## src/rtl/xadac_vload_mem_rd.sv

```systemverilog
// ---------------------------------------------------------------------------
// xadac_vload_mem_rd
//
// Memory-side read engine that sits directly behind the vector-load unit.
// Each single-beat vector read request is accepted on AR. It is then split
// into N = VecDataWidth/MemDataWidth narrower, in-order memory-bus reads. The
// returned beats are packed into one vector word, which is handed back on R
// with the original id. The engine works on one vector at a time. Up to
// MaxOutstanding memory beats may be in flight at once.
//
// Ports:
//   clk, rstn          clock, synchronous active-low reset
//   axi_ar_id/addr     vector read request (id, byte address)
//   axi_ar_valid/ready request handshake; ready only while idle
//   axi_r_id/data      response id and assembled vector
//   axi_r_valid/ready  response handshake
//   mem_req_addr       byte address of the next memory beat
//   mem_req_valid/ready memory beat request handshake
//   mem_rsp_data/valid in-order beat data, no backpressure
// ---------------------------------------------------------------------------

package xadac_pkg;
  localparam int IdWidth      = 4;
  localparam int AddrWidth    = 32;
  localparam int VecDataWidth = 256;

  typedef logic [IdWidth-1:0]      IdT;
  typedef logic [AddrWidth-1:0]    AddrT;
  typedef logic [VecDataWidth-1:0] VecDataT;
endpackage

module xadac_vload_mem_rd
  import xadac_pkg::*;
#(
  parameter int MemDataWidth   = 64,
  parameter int MaxOutstanding = 2
) (
  input  logic                    clk,
  input  logic                    rstn,
  input  logic [IdWidth-1:0]      axi_ar_id,
  input  logic [AddrWidth-1:0]    axi_ar_addr,
  input  logic                    axi_ar_valid,
  output logic                    axi_ar_ready,
  output logic [IdWidth-1:0]      axi_r_id,
  output logic [VecDataWidth-1:0] axi_r_data,
  output logic                    axi_r_valid,
  input  logic                    axi_r_ready,
  output logic [AddrWidth-1:0]    mem_req_addr,
  output logic                    mem_req_valid,
  input  logic                    mem_req_ready,
  input  logic [MemDataWidth-1:0] mem_rsp_data,
  input  logic                    mem_rsp_valid
);

  localparam int N        = VecDataWidth / MemDataWidth;
  localparam int MemBytes = MemDataWidth / 8;
  localparam int OffW     = $clog2(MemBytes);
  localparam int CntW     = $clog2(N + 1);
  localparam int OutW     = $clog2(MaxOutstanding + 1);

  typedef enum logic [1:0] {
    IDLE,
    FETCH,
    RESP
  } state_t;

  state_t               state;
  logic [AddrWidth-1:0] base_q;
  logic [CntW-1:0]      issued;
  logic [CntW-1:0]      received;
  logic [OutW-1:0]      outstanding;

  logic                 req_fire;
  logic                 rsp_fire;
  logic [CntW-1:0]      issued_nxt;
  logic [CntW-1:0]      received_nxt;
  logic [OutW-1:0]      outstanding_nxt;
  logic                 req_valid_nxt;
  logic [AddrWidth-1:0] req_addr_nxt;
  logic [AddrWidth-1:0] ar_base;
  logic                 last_beat;

  assign axi_ar_ready = (state == IDLE);

  // A response that arrives with nothing in flight is stale (for example
  // one left over from a request abandoned by reset). It is dropped here.
  assign req_fire = mem_req_valid && mem_req_ready;
  assign rsp_fire = mem_rsp_valid && (outstanding != '0);

  // A grant and a response in the same cycle cancel out in the
  // outstanding count.
  assign issued_nxt      = issued + CntW'(req_fire);
  assign received_nxt    = received + CntW'(rsp_fire);
  assign outstanding_nxt = outstanding + OutW'(req_fire) - OutW'(rsp_fire);

  // The request outputs are registered, so they are computed from the
  // post-handshake counters. While stalled (valid && !ready), issued does
  // not move and outstanding can only fall, so valid and addr hold.
  assign req_valid_nxt = (issued_nxt < CntW'(N)) &&
                         (outstanding_nxt < OutW'(MaxOutstanding));
  assign req_addr_nxt  = base_q + (AddrWidth'(issued_nxt) << OffW);

  // The sub-beat address bits are ignored. Beat addresses wrap at the top
  // of the address space through plain modular addition.
  assign ar_base = axi_ar_addr & ~AddrWidth'(MemBytes - 1);

  assign last_beat = rsp_fire && (received_nxt == CntW'(N));

  // Single controller process. axi_r_id doubles as the latched request id,
  // and axi_r_data doubles as the reassembly buffer. Both are only
  // meaningful to the consumer while axi_r_valid is high.
  always_ff @(posedge clk) begin
    if (!rstn) begin
      state         <= IDLE;
      base_q        <= '0;
      issued        <= '0;
      received      <= '0;
      outstanding   <= '0;
      axi_r_id      <= '0;
      axi_r_data    <= '0;
      axi_r_valid   <= 1'b0;
      mem_req_valid <= 1'b0;
      mem_req_addr  <= '0;
    end else begin
      case (state)
        IDLE: begin
          if (axi_ar_valid) begin
            axi_r_id      <= axi_ar_id;
            base_q        <= ar_base;
            axi_r_data    <= '0;
            issued        <= '0;
            received      <= '0;
            outstanding   <= '0;
            mem_req_valid <= 1'b1;
            mem_req_addr  <= ar_base;
            state         <= FETCH;
          end
        end

        FETCH: begin
          issued        <= issued_nxt;
          received      <= received_nxt;
          outstanding   <= outstanding_nxt;
          mem_req_valid <= req_valid_nxt;
          mem_req_addr  <= req_addr_nxt;
          if (rsp_fire) begin
            axi_r_data[int'(received) * MemDataWidth +: MemDataWidth] <= mem_rsp_data;
          end
          if (last_beat) begin
            mem_req_valid <= 1'b0;
            axi_r_valid   <= 1'b1;
            state         <= RESP;
          end
        end

        RESP: begin
          if (axi_r_ready) begin
            axi_r_valid <= 1'b0;
            state       <= IDLE;
          end
        end

        default: begin
          state <= IDLE;
        end
      endcase
    end
  end

endmodule

```

## config.mk

```make
export PLATFORM = sky130hd
export DESIGN_NAME = xadac_vload_mem_rd
export DESIGN_NICKNAME = d
export VERILOG_FILES = /design/src/rtl/xadac_vload_mem_rd.sv
export SDC_FILE = /design/constraint.sdc
export NUM_CORES = 1
export LEC_CHECK = 0
export BUFFER_PORTS_ARGS = -buffer_cell sky130_fd_sc_hd__buf_2
export CAP_MARGIN = 10
export CORE_MARGIN = 5
export CORE_UTILIZATION = 50
export CTS_CLUSTER_SIZE = 25
export DETAILED_ROUTE_END_ITERATION = 10
export GPL_TIMING_DRIVEN = 0
export HOLD_SLACK_MARGIN = 0.06
export PLACE_DENSITY = 0.8
export SETUP_SLACK_MARGIN = 0.1
export SYNTH_ARGS = -nofsm -noshare
export SYNTH_HDL_FRONTEND = slang
export SYNTH_SLANG_ARGS = --single-unit
export TNS_END_PERCENT = 30
```

## constraint.sdc

```tcl
create_clock -name clk -period 3.6 [get_ports clk]
set_clock_uncertainty 0.1 [all_clocks]
set_input_delay 0.18 -clock clk [delete_from_list [all_inputs] [get_ports clk]]
set_output_delay 0.18 -clock clk [all_outputs]
set_load 0.05 [all_outputs]
```

Word level (Yosys, flattened, before mapping):

Cells that the tools add are included.

* output and inout bits: 295
* register bits: 333
* input port bits: 106
* logic and storage cells: 61

* magnitude comparators: 2
* muxes and demuxes: 21
* shift operators: 2
* add/sub/neg operators: 6
* equality and inequality tests: 7
* reduce and logical (&&, ||, !) cells: 13

Operators by type and width (number)
* 2-to-1 mux 256 bit: 2
* one-hot mux 256 bit (2 select lines): 1
* bitwise mux 256 bit: 1
* variable shift 64 x 33 -> 256 bit, first input constant: 1
* variable part select 64 x 33 -> 256 bit: 1
* one-hot mux 32 bit (2 select lines): 1
* negation 9 -> 33 bit: 1
* adder 32 x 6 -> 32 bit: 1
* 2-to-1 mux 32 bit: 1
* one-hot mux 3 bit (2 select lines): 2
* AND reduction 3 bit: 3
* 2-to-1 mux 2 bit: 4
* != test 2 bit, second input constant: 4
* adder 3 x 1 -> 3 bit: 2
* one-hot mux 2 bit (3 select lines): 1
* nonzero test 2 bit: 3
* logical AND 1 bit: 4
* 2-to-1 mux 1 bit: 4
* one-hot mux 1 bit (2 select lines): 2
* one-hot mux 2 bit (2 select lines): 1
* AND reduction 2 bit: 2
* == test 3 bit, second input constant: 1
* less-than comparator 3 bit, second input constant: 1
* 2-to-1 mux 3 bit: 1
* 6 further kinds: 6

Longest topological paths before layout:

Gate-level depths: netlist (run 1).

* word-level depth: 7
* gate-level depth with buffers: 11

Worst setup path before layout (run 1):

Ideal clock, no wire load.

* path type: reg2reg
* from: reg mem_req_valid
* to: reg mem_req_addr[17]
* path buffers: 1
* arrival time: 2.585 ns
* cell stages (with the launch flop): 11
* data required time: 3.365 ns
* clock period less this slack: 2.820 ns
* path slack: 0.780 ns
* setup time: 0.135 ns
* cells stage by stage: dfxtp_1 and2_1 ha_1 ha_1 fa_1 a21o_1 and3_1 clkbuf_1 and4_1 o21ai_1 a31oi_1

* longest elaborated chain between the ends: 4

Ends and longest elaborated chain
* start, declared: RTL line 49 `output logic mem_req_valid,`
* start signal, assigned: RTL line 144 `mem_req_valid <= req_valid_nxt;`
* logical AND 1 bit: RTL line 87 `assign req_fire = mem_req_valid && mem_req_ready;`
* adder 3 x 1 -> 3 bit: RTL line 92 `assign issued_nxt = issued + CntW'(req_fire);`
* adder 32 x 6 -> 32 bit: RTL line 101 `assign req_addr_nxt = base_q + (AddrWidth'(issued_nxt) << OffW);`
* one-hot mux 32 bit (2 select lines): RTL line 125 `case (state)`
* end signal, assigned: RTL line 135 `mem_req_addr <= ar_base;`
* end signal, assigned: RTL line 145 `mem_req_addr <= req_addr_nxt;`
* end, declared: RTL line 48 `output logic [AddrWidth-1:0] mem_req_addr,`

Every way passes these cells.
A chain may end at the register's enable or synchronous reset.

Worst setup path after layout (run 1):

* from: reg mem_req_valid
* to: reg mem_req_addr[18]

Same word-level chain as after synthesis.

==> results of run 1 <==
[sequential cells by signal (all words and copies together), names as in the netlist]
signal         cells
axi_r_id           4
mem_req_valid      1
outstanding        2
base_q            29
issued             3
received           3
mem_req_addr      29
axi_r_valid        1
state              2
axi_r_data       256
[path summary, 6_finish.rpt]
kind	cells after the start	to	slack, ns
worst max-delay path	10	mem_req_addr[18]	0.54
worst min-delay path	5	issued[0]	0.20
worst max register to register	10	mem_req_addr[18]	0.54
worst min register to register	2	axi_r_id[2]	0.36
[cells in the mapped netlist, types with 3 or more instances]
| master | instances |
|---|---|
| dfxtp_1 | 330 |
| nor2_1 | 154 |
| a22oi_1 | 137 |
| a22o_1 | 128 |
| nand2_1 | 91 |
| a21oi_1 | 55 |
| clkbuf_1 | 47 |
| buf_2 | 44 |
| xor2_1 | 17 |
| ha_1 | 11 |
| inv_1 | 11 |
| nand3_1 | 11 |
| a31oi_1 | 8 |
| xnor2_1 | 8 |
| nand4_1 | 7 |
| o21ai_0 | 7 |
| o21ai_1 | 7 |
| o221ai_1 | 7 |
| and4_1 | 6 |
| a222oi_1 | 5 |
| and3_1 | 5 |
| a311oi_1 | 3 |
| and2_1 | 3 |
| buf_4 | 3 |
| nor2_2 | 3 |
| nor4_1 | 3 |
| o21a_1 | 3 |
[cell families (layout without fill, tap and decap cells)]
family	count (synthesis)	after routing	synth area share, %
other cells	1	3	0.0322
compound gates	378	378	24.7
flops	330	330	56.7
fa+ha+maj	12	12	1.35
simple gates	300	300	11.3
buf+inv	107	659	4.02
xor+xnor	25	25	1.88
[per-layer routing]
metal / global-route usage (%) / vias to the layer above / wire, um
met3: 7.39 / 156 / 3830
li1: - / 5282 / -
met4: 14.2 / 2 / 1940
met2: 52.3 / 685 / 20900
met5: 0 / - / 19
met1: 35.8 / 5559 / 16200
[worst max-delay path, stage by stage (launching register included)]
cell and delay, ns:
dfxtp_1 0.34, and2_1 0.18, ha_1 0.19, ha_1 0.19, xor2_1 0.16, ha_1 0.37, nand3_1 0.26, a211oi_4 0.56
nand4_1 0.19, xor2_1 0.18, a221oi_1 0.25
[metrics by stage]
stage	total power (uW)	util, %	worst slack, ns	std cells
final	7840	70.6	0.544	2020
after global routing	8090	70.6	0.378	2020
after CTS	7850	70.6	0.563	2020
after detailed placement	4450	61.6	0.596	1862
after global placement	4440	61.6	0.676	1862
after floorplan	4190	-	0.780	1155
[power by group through the flow]
stage / Sequential, uW / Combinational, uW / Clock [uW]
finish: 3750 / 719 / 3370
detailed placement: 3830 / 614 / 0
global placement: 3830 / 607 / 0
floorplan: 3940 / 254 / 0
global route: 3760 / 762 / 3570
CTS: 3750 / 702 / 3400
[final cells by class]
class                           instances  area [um^2]  share of cell area, %
Timing Repair Buffer                  495         2980                   18.5
Inverter                               12         45.0                  0.280
Sequential cell                       330         6610                   41.1
Buffer                                 95          423                   2.63
Clock inverter                          9         91.3                  0.568
Clock buffer                           48          963                   5.99
Tap cell                              313          392                   2.43
Multi-Input combinational cell        718         4590                   28.5
==> metrics.md, run 1 <==
| Metric | Value |
|---|---|
| Status | complete, no violations |
| Final #Nets | 1,804 |
| Leakage power | 0.00737 uW |
| Commonest non-fill, non-tap cell in the layout | buf_2 |
| Initial core utilization | 51.2% |
| Synth Flop Type | dfxtp_1 |
| Clk buf depth | 3 |
| Number of gates resized after CTS | 0 |
| Worst Max-Slew Pin Slew | 1.23 ns |
| Skew-Pair Late Insertion Delay | 0.50 ns |
| P_int | 5880 uW |
| DRC Markers | 0 |
| Io pins | 401 |
| Critical Path RT | 3.90 ns |
| Cell area after layout | 16,100 um^2 |
| Chip height | 163 um |
| Yosys top cell by area | dfxtp_1 |
| DR vias/cell | 5.78 |
| Core Area | 22,800 um^2 |
| Die Width | 163 um |
| WS Path Type | flip-flop to flip-flop |
| Combinational share of power | 9.2% |
| Count of cell types in the netlist | 56 |
| RSZ-0062 raised after global routing | false |
| Final ANT Viol Nets | 0 |
| Final period util | 84.9% |
| Pwr Density | 487 nW/um^2 |
| Startpoint type of the worst setup path | flip-flop |
| Vias in the first global route | 11,286 |
| Post-DP HPWL | 30,000 um |
| Relative slew margins | 18.2% |
| Hold wc startpoint | mem_req_ready |
| Mapped Area | 11,700 um^2 |
| GRT Total Usage | 30.4% |
| Dpl cell area | 14,000 um^2 |
| Largest net degree at the start of global routing | 15 |
| Maxcap violations | 0 |
| Gpl congestion | 0.915 |
| Die footprint | 26,500 um^2 |
| Hold slack | 0.196 ns |
| CP endpoint kind | flip-flop |
| Total grt overflow | 0 |
| Flop pwr share | 47.9% |
| Register area share after synthesis | 56.7% |
| Number of diodes | 0 |
| CP startpoint | mem_req_valid |
| WL/cell | 21.2 um |
| Hold Crit Class | primary input to flip-flop |
| Switching Fraction | 25.0% |
| Root buffer cell | clkbuf_16 |
| Initial DRC count | 1,332 |
| Fmax | 0.327 GHz |
| Synthesized area per cell | 10.1 um^2 |
| Switching power total | 1960 uW |
| Final setup fails | 0 |
| Clk slew on worst S/H paths | 0.06 ns |
| Port Buffers | 394 |
| TritonCTS Buffers | 34 |
| Total negative slack | 0 ns |
| Post-synth EDFFs | 0 |
| Post-Synthesis Cells | 1,153 |
| Initial antenna violation count | 1 |
| Setup bufs post-CTS | 0 |
| Final hold violation count | 0 |
| Final worst path period need | 3.06 ns |
| DRT Wirelength | 42,800 um |
| Share of cells above drive strength 1 | 29.4% |
| Area growth syn-to-layout | 38.1% |
| Hold Buf Count CTS | 101 |
| Clock sink count | 330 |
| Yosys warning count | 0 |
| Worst vdd ir | 0.373 mV |
| Clk pwr share | 42.9% |
| First-pass GRT wire length | 63,800 um |
| Fill cell count | 1,638 |
| Worst r2r src | mem_req_valid |
| CTS H-Tree Depth | 2 |
| CTS tree | done |
| Arrival time worst endpoint | 3.36 ns |
| Post-synth top area share | 56.7% |
| Crit path max fanout | 9 |
| Fin. max-slew vios | 0 |
| Flops & latches, synth | 330 |
| Vias | 11,684 |
| Cell Rows | 55 |
| Most frequent cells in the layout | buf_2, dfxtp_1, nor2_1, a22oi_1, a22o_1 |
| Main area contributors after synthesis | dfxtp_1, a22o_1, a22oi_1, nor2_1, nand2_1 |
| Async SR Flop Fraction | 0% |
| First drt pass iteration count | 6 |
Note: power is estimated with default switching activity, not from simulation.
==> run 2, diff against run 1 <==
- CORE_UTILIZATION: 50 -> 45
- PLACE_DENSITY: 0.8 -> 0.76
- clock period: 3.6 -> 2.7 ns (I/O delays scaled with it)
==> run 2 against run 1 <==
Sequential cell count unchanged. Setup slack got worse by 0.41 ns. Sequential share of layout area is 1.0 points lower. Combinational power rose by 36%. Critical path type unchanged. Largest cell class unchanged. Largest power group unchanged.
==> metrics.md, run 2 (same netlist as run 1, synthesis figures left out) <==
| Metric | Value |
|---|---|
| DR vias/cell | 5.63 (-2.7%) |
| Final setup fails | 0 (unchanged) |
| Die Width | 171 um (+5.1%) |
| Arrival time worst endpoint | 2.83 ns (-0.53 ns) |
| Clk slew on worst S/H paths | 0.06 ns (about the same) |
| Final worst path period need | 2.56 ns (-0.495 ns) |
| Clk buf depth | 3 (unchanged) |
| Initial DRC count | 1,228 (-7.8%) |
| First drt pass iteration count | 6 (unchanged) |
| CTS tree | done |
| Top flop regs | axi_r_data: 256 flops, base_q: 29 flops, mem_req_addr: 29 flops |
| Fmax | 0.390 GHz (+19%) |
| Worst vdd ir | 0.556 mV (+49%) |
| Post-DP HPWL | 30,100 um (+0.40%) |
| Root buffer cell | clkbuf_16 |
| Hold slack | 0.103 ns (-0.0924 ns) |
| Gpl congestion | 0.877 (-4.2%) |
| Switching power total | 2700 uW (+38%) |
| Vias | 11,534 (-1.3%) |
| Final #Nets | 1,814 (+0.55%) |
| DRC Markers | 0 (unchanged) |
| Fill cell count | 1,982 (+21%) |
| Port Buffers | 394 (unchanged) |
| Area growth syn-to-layout | 41.8% |
| Worst Max-Slew Pin Slew | 0.824 ns (-0.402 ns) |
| WL/cell | 20.7 um (-2.5%) |
| Number of diodes | 0 (unchanged) |
| Final period util | 94.9% (+10 points) |
| Share of cells above drive strength 1 | 32.0% (+2.6 points) |
| Skew-Pair Late Insertion Delay | 0.52 ns (+0.02 ns) |
| Largest net degree at the start of global routing | 14 (-1) |
| First-pass GRT wire length | 62,600 um (-1.9%) |
| Startpoint type of the worst setup path | flip-flop |
| Critical Path RT | 2.97 ns (-0.93 ns) |
| Die footprint | 29,200 um^2 (+10%) |
| P_int | 8130 uW (+38%) |
| Finished Layout Cells | 2,050 (+1.5%) |
| Switching Fraction | 24.9% (-0.057 points) |
| Status | complete, no violations |
| Final hold violation count | 0 (unchanged) |
| Chip height | 171 um (+5.1%) |
| CTS H-Tree Depth | 2 (unchanged) |
| Clk pwr share | 44.7% (+1.8 points) |
| Core Area | 25,300 um^2 (+11%) |
| Crit path max fanout | 8 (-1) |
| Flop pwr share | 46.3% (-1.6 points) |
| Initial antenna violation count | 1 (unchanged) |
| Io pins | 401 (unchanged) |
| Total grt overflow | 0 (unchanged) |
| TritonCTS Buffers | 35 (+2.9%) |
| WS Path Type | flip-flop to flip-flop |
| Largest Register | axi_r_data |
| Pwr Density | 655 nW/um^2 (+34%) |
| Initial core utilization | 46.0% (-5.1 points) |
| Fin. max-slew vios | 0 (unchanged) |
| Final ANT Viol Nets | 0 (unchanged) |
| DP Cell Count | 1,879 (+0.91%) |
| Cell Rows | 58 (+5.5%) |
| Leakage power | 0.00752 uW (+2.2%) |
| Commonest non-fill, non-tap cell in the layout | buf_2 |
| Fin worst setup slack | 0.138 ns (-0.405 ns) |
| GRT Total Usage | 27.1% (-3.3 points) |
| RSZ-0062 raised after global routing | true |
| Placement-stage worst setup slack | -0.329 ns (-0.925 ns) |
| CP endpoint kind | flip-flop |
| Hold Crit Class | primary input to flip-flop |
| Maxcap violations | 0 (unchanged) |
| Combinational share of power | 9.0% (-0.2 points) |
| Relative slew margins | 44.3% (+26 points) |
| DRT Wirelength | 42,400 um (-1.1%) |
| Largest register FFs | 256 (unchanged) |
| Clock sink count | 330 (unchanged) |
| Vias in the first global route | 11,023 (-2.3%) |
| Most frequent cells in the layout | buf_2, dfxtp_1, nor2_1, a22oi_1, a22o_1 |
==> run 2: changes by cell type in the layout (fill, tap and decap cells not counted), sizes merged <==
| cell | delta |
|---|---|
| bufinv | +1 |
| clkinv | -2 |
| dlygate4sd3 | -1 |
| buf | +12 |
| inv | +1 |
| clkbuf | +2 |
==> run 2: what timing repair did <==
action,4_1_cts,5_1_grt
hold endpoints to repair,320,0
pin swaps,4,4
gates resized for setup,23,23
hold buffers,100,0
endpoints found under the setup margin,269,267
setup buffers,7,4
==> run 2: power by group through the flow <==
stage	registers [uW]	clock network (uW)	logic (uW)
detailed placement	5110	0	821
global placement	5110	0	813
floorplan	5250	0	340
global route	5010	5110	1040
finish	5010	4840	975
CTS	5000	4880	951
==> run 2: worst paths after layout <==
check             slack, ns               end  cells after the start          start
hold reg to reg        0.36       axi_r_id[1]                      2    axi_r_id[1]
setup reg to reg       0.14  mem_req_addr[17]                     11  mem_req_valid
setup / recovery       0.14  mem_req_addr[17]                     11  mem_req_valid
hold / removal         0.10         issued[0]                      5  mem_req_ready
==> run 2: critical path, stage by stage (launching register included) <==
cell	delay (ns)
dfxtp_4	0.34
and2_4	0.15
ha_4	0.16
ha_4	0.17
xor2_4	0.18
ha_4	0.25
a21o_1	0.23
and3_1	0.20
buf_4	0.17
and4_1	0.22
o21ai_2	0.14
a31oi_1	0.10
==> run 2: area by class of cell <==
class	count	area [um^2]	share of cell area (%)
buffer	94	434	2.63
multi-input combinational	718	4780	29.0
sequential	330	6610	40.0
clock buffer	52	1030	6.23
tap	330	413	2.50
timing repair buffer	505	3070	18.6
inverter	12	45.0	0.273
clock inverter	9	131	0.795
==> run 2: per-stage QoR <==
stage | util [%] | cell area (um^2) | TNS, ns | power, uW
final | 65.2 | 16500 | 0 | 10800
after global routing | 65.2 | 16500 | 0 | 11200
after CTS | 64.7 | 16400 | 0 | 10800
after detailed placement | 55.5 | 14100 | -28.56 | 5930
after global placement | 55.5 | 14100 | -16.51 | 5920
after floorplan | - | 11700 | 0 | 5590
==> run 2: per-layer routing <==
layer  track usage [%]  part of all wire [%]  wire length [um]
met1              33.1                    38             16000
met5                 0                 0.031                13
met3              5.41                   9.0              3830
met4              11.0                   4.0              1700
met2              47.0                    49             20800
